$ cat config.mk
export PLATFORM = sky130hd
export DESIGN_NAME = spi_slave_bridge_p
export DESIGN_NICKNAME = d
export VERILOG_FILES = /design/src/rtl/spi_slave_bridge_p.sv
export SDC_FILE = /design/constraint.sdc
export NUM_CORES = 1
export LEC_CHECK = 0
export ABC_AREA = 1
export CAP_MARGIN = 10
export CORE_UTILIZATION = 35
export CTS_BUF_LIST = sky130_fd_sc_hd__clkbuf_4
export DETAILED_ROUTE_END_ITERATION = 10
export PLACE_DENSITY = 0.56
export SYNTH_ARGS = -nofsm -noshare
export SYNTH_HDL_FRONTEND = slang
export SYNTH_SLANG_ARGS = --single-unit
$ cat constraint.sdc
create_clock -name clk -period 2 [get_ports clk]
set_input_delay 0.3 -clock clk [delete_from_list [all_inputs] [get_ports clk]]
set_output_delay 0.3 -clock clk [all_outputs]
set_load 0.05 [all_outputs]
$ cat src/rtl/spi_slave_bridge_p.sv
// Parametrised SPI slave bridge, fully in the clk domain (oversampled sclk/cs_n/mosi).
// Optional frame_err output is enabled by defining SPI_FRAME_ERR_EN.
module spi_slave_bridge_p #(
  parameter int unsigned       WIDTH       = 8,
  parameter bit                CPOL        = 1'b0,
  parameter bit                CPHA        = 1'b0,
  parameter bit                MSB_FIRST   = 1'b1,
  parameter int unsigned       SYNC_STAGES = 2,
  parameter logic [WIDTH-1:0]  IDLE_WORD   = '0
) (
  input  logic             clk,
  input  logic             rst,
  input  logic             sclk,
  input  logic             cs_n,
  input  logic             mosi,
  output logic             miso,
  output logic             miso_oe,
  output logic [WIDTH-1:0] rx_data,
  output logic             rx_valid,
  input  logic [WIDTH-1:0] tx_data,
  input  logic             tx_valid,
  output logic             tx_ready,
  output logic             tx_underrun,
  output logic             busy,
  output logic             frame_err
);

  localparam int unsigned CW = $clog2(WIDTH);

  // ST_RESET/ST_ARM make sure cs_n is seen high after reset before a fall can start a frame
  typedef enum logic [1:0] {ST_RESET, ST_ARM, ST_IDLE, ST_ACTIVE} state_t;
  state_t state, state_next;

  logic [SYNC_STAGES-1:0] sclk_sync, cs_sync, mosi_sync;
  logic                   sclk_hist, cs_hist;
  logic                   sclk_s, cs_s, mosi_s;

  logic                   lead_edge, trail_edge, edge_ok;
  logic                   sample_edge, shift_edge, tx_step;
  logic                   cs_fall, cs_rise, word_done, load, abort;

  logic [WIDTH-1:0]       hold, tx_sh, tx_next, load_word, rx_sh, rx_next;
  logic                   hold_valid, miso_r, underrun_r;
  logic [CW-1:0]          bit_cnt;

  function automatic logic first_bit(input logic [WIDTH-1:0] w);
    return MSB_FIRST ? w[WIDTH-1] : w[0];
  endfunction

  function automatic logic [WIDTH-1:0] advance(input logic [WIDTH-1:0] w);
    return MSB_FIRST ? (w << 1) : (w >> 1);
  endfunction

  always_ff @(posedge clk) begin
    if (rst) begin
      sclk_sync <= {SYNC_STAGES{CPOL}};
      cs_sync   <= '1;
      mosi_sync <= '0;
      sclk_hist <= CPOL;
      cs_hist   <= 1'b1;
    end else begin
      sclk_sync <= {sclk_sync[SYNC_STAGES-2:0], sclk};
      cs_sync   <= {cs_sync[SYNC_STAGES-2:0], cs_n};
      mosi_sync <= {mosi_sync[SYNC_STAGES-2:0], mosi};
      sclk_hist <= sclk_s;
      cs_hist   <= cs_s;
    end
  end

  assign sclk_s = sclk_sync[SYNC_STAGES-1];
  assign cs_s   = cs_sync[SYNC_STAGES-1];
  assign mosi_s = mosi_sync[SYNC_STAGES-1];

  assign lead_edge   = (sclk_hist == CPOL) && (sclk_s != CPOL);
  assign trail_edge  = (sclk_hist != CPOL) && (sclk_s == CPOL);
  assign edge_ok     = (state == ST_ACTIVE) && !cs_s;
  assign sample_edge = edge_ok && (CPHA ? trail_edge : lead_edge);
  assign shift_edge  = edge_ok && (CPHA ? lead_edge : trail_edge);
  assign cs_fall     = cs_hist && !cs_s;
  assign cs_rise     = !cs_hist && cs_s;
  assign word_done   = sample_edge && (bit_cnt == CW'(WIDTH - 1));
  assign load        = ((state == ST_IDLE) && cs_fall) || word_done;
  assign abort       = (state == ST_ACTIVE) && cs_rise;

  // CPHA=0: the trailing edge right after a word's last sample must not shift,
  // because the next word's first bit was already driven by the load.
  assign tx_step   = shift_edge && (CPHA || (bit_cnt != '0));
  assign tx_next   = advance(tx_sh);
  assign load_word = hold_valid ? hold : IDLE_WORD;
  assign rx_next   = MSB_FIRST ? {rx_sh[WIDTH-2:0], mosi_s} : {mosi_s, rx_sh[WIDTH-1:1]};

  always_ff @(posedge clk) begin
    if (rst) state <= ST_RESET;
    else     state <= state_next;
  end

  always_comb begin
    state_next = state;
    case (state)
      ST_RESET:  state_next = ST_ARM;
      ST_ARM:    if ((&cs_sync) && cs_hist) state_next = ST_IDLE;
      ST_IDLE:   if (cs_fall) state_next = ST_ACTIVE;
      ST_ACTIVE: if (cs_rise) state_next = ST_IDLE;
      default:   state_next = ST_RESET;
    endcase
  end

  always_comb begin
    busy    = 1'b0;
    miso_oe = 1'b0;
    if (state == ST_ACTIVE) begin
      busy    = 1'b1;
      miso_oe = 1'b1;
    end
  end

  always_ff @(posedge clk) begin
    if (rst) begin
      hold       <= '0;
      hold_valid <= 1'b0;
      tx_sh      <= '0;
      miso_r     <= 1'b0;
      underrun_r <= 1'b0;
    end else begin
      underrun_r <= 1'b0;
      if (load) begin
        tx_sh      <= load_word;
        underrun_r <= !hold_valid;
        hold_valid <= 1'b0;
        if (!CPHA) miso_r <= first_bit(load_word);
      end else if (tx_step) begin
        tx_sh  <= tx_next;
        miso_r <= CPHA ? first_bit(tx_sh) : first_bit(tx_next);
      end else if (state != ST_ACTIVE || abort) begin
        tx_sh  <= '0;
        miso_r <= 1'b0;
      end
      if (tx_valid && !hold_valid) begin
        hold       <= tx_data;
        hold_valid <= 1'b1;
      end
    end
  end

  always_ff @(posedge clk) begin
    if (rst) begin
      rx_sh    <= '0;
      rx_data  <= '0;
      rx_valid <= 1'b0;
      bit_cnt  <= '0;
    end else begin
      rx_valid <= 1'b0;
      if (abort || state != ST_ACTIVE) begin
        rx_sh   <= '0;
        bit_cnt <= '0;
      end else if (sample_edge) begin
        rx_sh <= rx_next;
        if (word_done) begin
          rx_data  <= rx_next;
          rx_valid <= 1'b1;
          bit_cnt  <= '0;
        end else begin
          bit_cnt <= bit_cnt + CW'(1);
        end
      end
    end
  end

`ifdef SPI_FRAME_ERR_EN
  logic frame_err_r;
  always_ff @(posedge clk) begin
    if (rst) frame_err_r <= 1'b0;
    else     frame_err_r <= abort && (bit_cnt != '0);
  end
  assign frame_err = frame_err_r;
`else
  assign frame_err = 1'b0;
`endif

  assign miso        = miso_r;
  assign tx_ready    = !hold_valid;
  assign tx_underrun = underrun_r;

endmodule

Yosys cells after proc, flatten, opt, wreduce, memory -nomap -nowiden

Cells that the tools add are included.
W data, S select, Z words.

Register bits after elaboration: 47
Latch bits: 0
Memory bits (writable): 0
Bits in read-only memories: 0
Bits of input ports: 14
Output and inout bits: 15
Logic and storage cells: 73
Memories kept: 0

Add/subtract/negate cells: 1
Multipliers: 0
Div/mod/pow operators: 0
Order comparisons: 0
Equal/unequal tests: 8
Shift-type cells: 0
Muxes and demuxes: 16
Bitwise operators: 5
Reduce and logical (&&, ||, !) cells: 28

Operators with widths:

| kind                  | number |
|---|---|
| $mux W7               | 3 |
| $logic_and A1 B1 Y1   | 13 |
| $mux W8               | 1 |
| $ne A2 B2 Y1 const B  | 4 |
| $pmux W2 S4           | 1 |
| $mux W1               | 7 |
| $mux W2               | 3 |
| $reduce_and A3 Y1     | 2 |
| $reduce_bool A3 Y1    | 2 |
| $not A1 Y1            | 5 |
| $eq A2 B2 Y1 const B  | 2 |
| $reduce_or A2 Y1      | 2 |
| $add A3 B1 Y3 const B | 1 |
| $eq A3 B3 Y1 const B  | 1 |
| $logic_not A1 Y1      | 3 |
| $mux W3               | 1 |
| $reduce_or A3 Y1      | 1 |
| $eq A2 B1 Y1 const B  | 1 |
| $logic_not A2 Y1      | 1 |
| $logic_or A1 B1 Y1    | 2 |
| $reduce_and A2 Y1     | 1 |
| $reduce_bool A2 Y1    | 1 |

Longest topological paths before layout

Gate-level depths: netlist of the first run.

Depth after elaboration: 7
Gate-level depth with buffers: 10
Gate-level depth less buffers: 9

Worst setup path before layout of the first run

OpenSTA, ideal clock, no wires.

Kind: register -> register
Start point: register state[1]
End point: register miso_r (netlist: miso)
Library setup time: 0.113 ns
Arrival: 1.508 ns
Required time: 1.887 ns
Slack: 0.379 ns
Stages on the path, launching flop included: 11
Buffers on the path: 1
Period minus slack after synthesis: 1.621 ns
Cells stage by stage: dfxtp_1 > nand2_2 > inv_1 > o21ai_2 > inv_1 > nand2_1 > nor2_2 > buf_6 > nand2_1 > nand2_1 > nor2_1

Cells in the longest elaborated chain, start to end: 6

Ends and longest elaborated chain:

| item                                                 | line    | source |
|---|---|---|
| start: declaration                                   | 32      | `state_t state, state_next;` |
| start signal: assignment                             | 94      | `else state <= state_next;` |
| $eq A2 B2 Y1                                         | 76, 83  |  |
| $logic_and A1 B1 Y1                                  | 76      | `assign edge_ok = (state == ST_ACTIVE) && !cs_s;` |
| $logic_and A1 B1 Y1 (on tied branches)               | 78, 77  |  |
| $logic_and A1 B1 Y1 (on tied branches)               | 87, 81  |  |
| $mux W1 / $logic_or A1 B1 Y1 (equally long branches) | 131, 82 |  |
| $mux W1 / $reduce_bool A3 Y1 (equally long branches) | n/a     |  |
| end signal: assignment                               | 130     | `if (!CPHA) miso_r <= first_bit(load_word);` |
| end signal: assignment                               | 133     | `miso_r <= CPHA ? first_bit(tx_sh) : first_bit(tx_next);` |
| end: declaration                                     | 43      | `logic hold_valid, miso_r, underrun_r;` |

Parallel ways exist; a longest one is shown, timed or not.
A chain may end at the register's enable or synchronous reset.

Worst setup path in the final report of the first run

Start point: register hold_valid
End point: output tx_ready

Cells in the longest elaborated chain, start to end: 1

Ends and longest elaborated chain:

| item                     | line | source |
|---|---|---|
| start: declaration       | 43   |  |
| start signal: assignment | 120  | `hold_valid <= 1'b0;` |
| start signal: assignment | 129  | `hold_valid <= 1'b0;` |
| start signal: assignment | 140  | `hold_valid <= 1'b1;` |
| $logic_not A1 Y1         | 181  | `assign tx_ready = !hold_valid;` |
| end: declaration         | 22   | `output logic tx_ready,` |

Every way passes these cells.

==> results.ini, run 1 <==
[grt]
grt_first_pass_wirelength_um=6596
via_count_of_the_first_global_routing_pass=1457
antenna_found_initial=0
grt_start_max_net_pins=18
grt.overflow.total=0
grt_usage_pct=13.96

[power]
leakage_uw=0.0009974
power_density_nw_per_um2=678.9
vdd.ir_drop.worst_v=0.0003813

[clocking]
clock_input_transition_at_the_sequential_cells_of_the_worst_setup_and_hold_paths_ns=0.12
clock_tree.htree_level_count=2
postCtsResizedCells=0
cts_sinks=47
cts_buffer_depth=2
clock-root-buffer=sky130_fd_sc_hd__clkbuf_4
numCtsBuffers=5
worst_skew_pair_later_pin_latency_ns=0.35
cts_post_setup_buffers_inserted=0
cts_hold_buffers=0
tritoncts=built

[synthesis]
fraction_of_synthesized_cell_area_taken_by_the_top_area_cell_type_pct=48.67
share_of_synthesized_area_spent_on_multiplexers_pct=0
synth_compound_gate_area_share_pct=9.903
yosysUniqueCellTypes=23
mappedNetlistNets=284
synth-edff-count=0
post_synth_inst_count=267
synthDominantAreaCellType=sky130_fd_sc_hd__dfxtp_1
synth-adder-area-share_pct=1.942
dominant_combinational_cell_family_by_area_after_synthesis=simple AND/OR/NAND/NOR gates
ys_seq_area_share_pct=48.67
ys_dominant_reg_cell=sky130_fd_sc_hd__dfxtp_1
cell_area_synth_um2=1933
synth_async_sr_flop_share_pct=0
post_synth_xor_area_fraction_pct=0
synth_warnings=0
synth_seq_cells=47
synth-simple-area-share_pct=28.93
post-synth-top-count-cell=sky130_fd_sc_hd__nand2_1
synth_commonest_cells=64 x sky130_fd_sc_hd__nand2_1, 47 x sky130_fd_sc_hd__dfxtp_1, 42 x sky130_fd_sc_hd__nor2_1
yosys-top-cells-area=sky130_fd_sc_hd__dfxtp_1 49%, sky130_fd_sc_hd__nand2_1 12%, sky130_fd_sc_hd__nor2_1 8.2%
postSynthAreaPerCell_um2=7.240

[routing]
detailedRoute.firstIterationViolations=72
detail-route-antenna-nets=0
route.detailed.vias_per_inst=4.394
detailroute.via_count=1617
routed_wire_length_um=3653
drtPass1Iterations=4
post-route-drc-count=0
wire_per_inst_um=9.927

[floorplanning]
fp.dieH_um=76.32
die_area_um2=5824
design.core.area_um2=5205
std_cell_rows=26
start_util_pct=37.14
fp.dieW_um=76.32
io_pins=29

[hold_path]
hold_path.class=reg2reg
whs_path_depth=2
min-delay-start=sclk_sync[0]

[setup_path]
worstSetupStartpoint=hold_valid
worst_ep_arrival_time_ns=1.54
depth_of_the_worst_register_to_register_path=8
timing.setup.critical_path_class=reg2out
critical_path_required_ns=1.70
worst-path-max-fanout=2
critPathCaptureType=primary output
crit_path_start_kind=register
worstReg2RegStart=bit_cnt[0]

[cells_and_area]
antenna-diode-count=0
nNetsFinal=315
fill_cells=572
syn2layout_area_growth_pct=20.39
drive_above_1_share_pct=7.718

[placed_design]
gp_routability_congestion=0.7322
io_buffers=27
place.detailed.hpwl_um=2589
dpl_worst_slack_ns=0.2240

[sta]
finalMaxSlewViolations=0
worst_slew_margin_rel_pct=66.68
share_of_the_clock_period_used_by_the_worst_path_pct=92.11
grt_setup_unrepaired=false
clock.fmax_mhz=542.8
tightestPinTransition_ns=0.4983
skew_ns=0.006101
period_minus_slack_ns=1.842
final-setup-viol-count=0
setup-tns-final_ns=0
finalWorstSetupSlack_ns=0.1578
hold_viol=0

[status]
run_status=finished clean

[job]
cap_violations=0

-- kinds of logic after synthesis --
| group | after synthesis |
|---|---|
| AOI/OAI and AO/OA | 36 |
| adders and majority gates | 3 |
| DFF | 47 |
| other | 1 |
| buffers and inverters | 48 |
| and+or+nand+nor | 132 |
-- worst max-delay path, cell delays in order, from the launching register on --
cell and delay, ns:
sky130_fd_sc_hd__dfxtp_1 0.33, sky130_fd_sc_hd__inv_1 0.07, sky130_fd_sc_hd__clkdlybuf4s50_1 0.79
-- layer usage --
metal | global-route usage, % | wire [um] | share of wire [%] | up-vias
met2 | 19.28 | 1464 | 40 | 29
met3 | 3.593 | 147 | 4.0 | 6
met5 | 0 | 0 | 0 | -
met1 | 20.57 | 1981 | 54 | 703
met4 | 5.192 | 59 | 1.6 | 0
li1 | - | - | - | 879
-- path summary, 6_finish.rpt --
check | to | slack (ns)
worst max register to register | tx_sh[3] | 0.22
worst max-delay path | tx_ready | 0.16
worst min-delay path | sclk_sync[1] | 0.41
worst min register to register | sclk_sync[1] | 0.41
-- placed cells by master (no fill, tap or decap) --
master	synthesis	routed
sky130_fd_sc_hd__nand2_2	1	1
sky130_fd_sc_hd__buf_4	3	9
sky130_fd_sc_hd__nand2_4	1	1
sky130_fd_sc_hd__conb_1	1	1
sky130_fd_sc_hd__ha_1	3	3
sky130_fd_sc_hd__nor2_4	1	1
sky130_fd_sc_hd__nor2_2	1	1
sky130_fd_sc_hd__a21oi_1	20	20
sky130_fd_sc_hd__dfxtp_1	47	47
sky130_fd_sc_hd__a211oi_1	3	3
sky130_fd_sc_hd__clkdlybuf4s50_1	0	25
sky130_fd_sc_hd__clkinv_1	0	1
sky130_fd_sc_hd__or2_2	2	2
sky130_fd_sc_hd__o21ai_2	1	1
sky130_fd_sc_hd__nor3_1	1	1
sky130_fd_sc_hd__nor2_1	42	42
sky130_fd_sc_hd__clkbuf_4	0	5
sky130_fd_sc_hd__clkinv_2	0	1
sky130_fd_sc_hd__inv_1	38	38
sky130_fd_sc_hd__nand3_1	17	17
sky130_fd_sc_hd__nand4_1	1	1
sky130_fd_sc_hd__nand2_1	64	64
sky130_fd_sc_hd__nand3_4	1	1
sky130_fd_sc_hd__o21ai_0	12	12
-- power by group --
part	switching, uW	internal (uW)
clock network	283	125
logic	106	71.3
registers	23.1	971
-- cell type report --
type                            instances  area [um^2]  area share [%]
Inverter                               38        142.6           6.129
Clock inverter                          2        8.758          0.3763
Tap cell                               70        87.58           3.763
Multi-Input combinational cell        172        792.0           34.03
Sequential cell                        47        940.9           40.43
Clock buffer                            5        37.54           1.613
Timing Repair Buffer                   34        317.8           13.66
-- registers in the layout, indices dropped and copies added, names as in the netlist, 2 cells and up --
signal	flops
bit_cnt	3
cs_sync	2
hold	8
rx_data	8
mosi_sync	2
rx_sh	7
state	2
sclk_sync	2
tx_sh	7
-- per-stage QoR --
| step | hold WS, ns | cell area [um^2] | total power, uW | instances | utilization, % |
|---|---|---|---|---|---|
| after floorplan | 0.3883 | 1933 | 1136 | 267 | - |
| after global placement | 0.3892 | 2281 | 1191 | 361 | 43.82 |
| after detailed placement | 0.3969 | 2281 | 1194 | 361 | 43.82 |
| after CTS | 0.4170 | 2327 | 1608 | 368 | 44.71 |
| after global routing | 0.4417 | 2327 | 1665 | 368 | 44.71 |
| final | 0.4148 | 2327 | 1580 | 368 | 44.71 |
Power figures use the tool's default switching activity.
==> run 2, diff against run 1 <==
- CTS_CLUSTER_DIAMETER: default -> 120
==> results of run 2 <==
The final DEF is identical to that of run 1; final timing and power are the same.
==> run 3, diff against run 2 <==
- HOLD_SLACK_MARGIN: default -> 0.05
- PLACE_DENSITY: 0.56 -> 0.55
==> run 3 against run 2 <==
Net effect: register-to-register slack improved by 0.08 ns; final cell count stayed put; die area is the same; first-iteration DRC count rose by 36%; clock power increased by 40%; count of clock-buffer cells in the layout stayed put; hold slack worse by 0.0034 ns; via count down 2.0%; combinational power barely moved.
==> results.ini, run 3 (synthesis results as in run 1) <==
[status]
run_status=finished clean

[placed_design]
placed_cells=360  ; -0.28%
io_buffers=27  ; unchanged
gp_routability_congestion=0.7876  ; +7.6%
place.detailed.hpwl_um=2521  ; -2.6%
dpl-instance-area_um2=2273  ; -0.33%
dpl_worst_slack_ns=0.3080  ; +0.08392 ns

[cells_and_area]
drive_above_1_share_pct=7.718  ; unchanged
layout.core_utilization_pct=45.22  ; +0.50 points
fill_cells=557  ; -2.6%
antenna-diode-count=0  ; unchanged
most_common_cell_after_layout_fill_and_taps_aside=sky130_fd_sc_hd__nand2_1
most-common-layout-cells=64 x sky130_fd_sc_hd__nand2_1, 47 x sky130_fd_sc_hd__dfxtp_1, 42 x sky130_fd_sc_hd__nor2_1
layout.cell_area.non_filler_um2=2354  ; +1.1%
fin_cells=368  ; unchanged
reg.largest.list=hold (8), rx_data (8)
syn2layout_area_growth_pct=21.75
area_occupied_by_multi_input_gates_um2=792.0  ; unchanged
nNetsFinal=314  ; -0.32%
seqCellArea_um2=940.9  ; unchanged

[sta]
finalMaxSlewViolations=0  ; unchanged
share_of_the_clock_period_used_by_the_worst_path_pct=92.79  ; +0.69 points
hold_viol=0  ; unchanged
setup-tns-final_ns=0  ; unchanged
period_minus_slack_ns=1.856  ; +0.01373 ns
worst_slew_margin_rel_pct=65.86  ; -0.82 points
grt_setup_unrepaired=false
clock.fmax_mhz=538.8  ; -0.74%
skew_ns=0.008990  ; +0.002889 ns
tightestPinTransition_ns=0.5102  ; +0.01193 ns
final-setup-viol-count=0  ; unchanged
finalWorstSetupSlack_ns=0.1441  ; -0.01373 ns

[setup_path]
crit_path_start_kind=register
reg2reg_slack_ns=0.30  ; +0.08 ns
worst_ep_arrival_time_ns=1.56  ; +0.02 ns
worst-path-max-fanout=2  ; unchanged
depth_of_the_worst_register_to_register_path=8  ; unchanged
critical_path_required_ns=1.70  ; about the same
cp_cell_sequence=inv_1 > clkdlybuf4s50_1
worst_path_max_delay_cell=sky130_fd_sc_hd__clkdlybuf4s50_1
worst_reg2reg_endpoint=tx_sh[1]
timing.critical_path.to=tx_ready
worstReg2RegStart=bit_cnt[0]
timing.setup.critical_path_class=reg2out
cp_slowest_stage_delay_ns=0.80  ; about the same
critPathCaptureType=primary output
worstSetupStartpoint=hold_valid

[routing]
detailroute.via_count=1584  ; -2.0%
wire_per_inst_um=9.660  ; -2.7%
detail-route-antenna-nets=0  ; unchanged
post-route-drc-count=0  ; unchanged
detailedRoute.firstIterationViolations=98  ; +36%
route.detailed.vias_per_inst=4.304  ; -2.0%
routed_wire_length_um=3555  ; -2.7%
drtPass1Iterations=4  ; unchanged

[clocking]
numCtsBuffers=5  ; unchanged
postCtsResizedCells=0  ; unchanged
cts_hold_buffers=0  ; unchanged
cts_buffer_depth=2  ; unchanged
worst_skew_pair_later_pin_latency_ns=0.36  ; about the same
clock-root-buffer=sky130_fd_sc_hd__clkbuf_4
clock_tree.htree_level_count=2  ; unchanged
tritoncts=built
cts_post_setup_buffers_inserted=0  ; unchanged
clock_input_transition_at_the_sequential_cells_of_the_worst_setup_and_hold_paths_ns=0.14  ; +0.02 ns
cts_sinks=47  ; unchanged

[power]
power_density_nw_per_um2=739.5  ; +8.9%
vdd.ir_drop.worst_v=0.0004531  ; +19%
leakage_uw=0.001005  ; +0.81%

[grt]
grt_start_max_net_pins=18  ; unchanged
grt_first_pass_wirelength_um=6506  ; -1.4%
antenna_found_initial=0  ; unchanged
grt_usage_pct=14.04  ; +0.084 points
via_count_of_the_first_global_routing_pass=1473  ; +1.1%
grt.overflow.total=0  ; unchanged

[floorplanning]
die_area_um2=5824  ; unchanged
fp.dieW_um=76.32  ; unchanged
std_cell_rows=26  ; unchanged
io_pins=29  ; unchanged
fp.dieH_um=76.32  ; unchanged
design.core.area_um2=5205  ; unchanged
start_util_pct=37.14  ; unchanged

[hold_path]
hold_path.class=reg2reg

[job]
cap_violations=0  ; unchanged

[run 3: changes by cell type in the layout (fill, tap and decap cells not counted), sizes merged]
cell    before  now
bufinv       0    1
clkinv       2    1
inv         38   39
buf          9    8
[run 3: worst max-delay path: cells and delay by family (launching register included)]
kind | cells | cell delay [ns]
buffers and inverters | 2 | 0.86
flip-flops | 1 | 0.34
[run 3: worst min path at each step]
stage / start / to / slack [ns] / cells after the start
detailed placement: mosi_sync[0] / mosi_sync[1] / 0.39 / 2
CTS: mosi / mosi_sync[0] / 0.41 / 3
finish: sclk_sync[0] / sclk_sync[1] / 0.41 / 2
global placement: sclk_sync[0] / sclk_sync[1] / 0.39 / 2
global route: sclk / sclk_sync[0] / 0.40 / 3
floorplan: mosi_sync[0] / mosi_sync[1] / 0.39 / 2
[run 3: per-stage QoR]
stage / hold slack [ns] / total power [uW]
after CTS: 0.4062 / 1768
after global routing: 0.3997 / 1838
final: 0.4114 / 1740
after floorplan: 0.3883 / 1136
after global placement: 0.3902 / 1190
after detailed placement: 0.3928 / 1192
[run 3: final cells by class]
cell class | count | share of cell area (%)
Timing Repair Buffer | 33 | 13.18
Inverter | 38 | 6.061
Clock buffer | 5 | 1.595
Tap cell | 70 | 3.721
Multi-Input combinational cell | 172 | 33.65
Sequential cell | 47 | 39.98
Clock inverter | 3 | 1.808
[run 3: power breakdown]
group / total, uW / leakage, uW / internal [uW] / switching, uW
registers: 993 / 0.000383 / 971 / 22.5
logic: 176 / 0.000579 / 70.4 / 105
clock network: 571 / 0.0000432 / 264 / 307
[run 3: layer usage]
layer  track usage, %  routed length (um)  vias to the layer above
met5                0                   0                        -
met1            19.37                1964                      676
li1                 -                   -                      878
met4            6.346                  70                        0
met3            3.952                 118                        5
met2            20.18                1402                       25
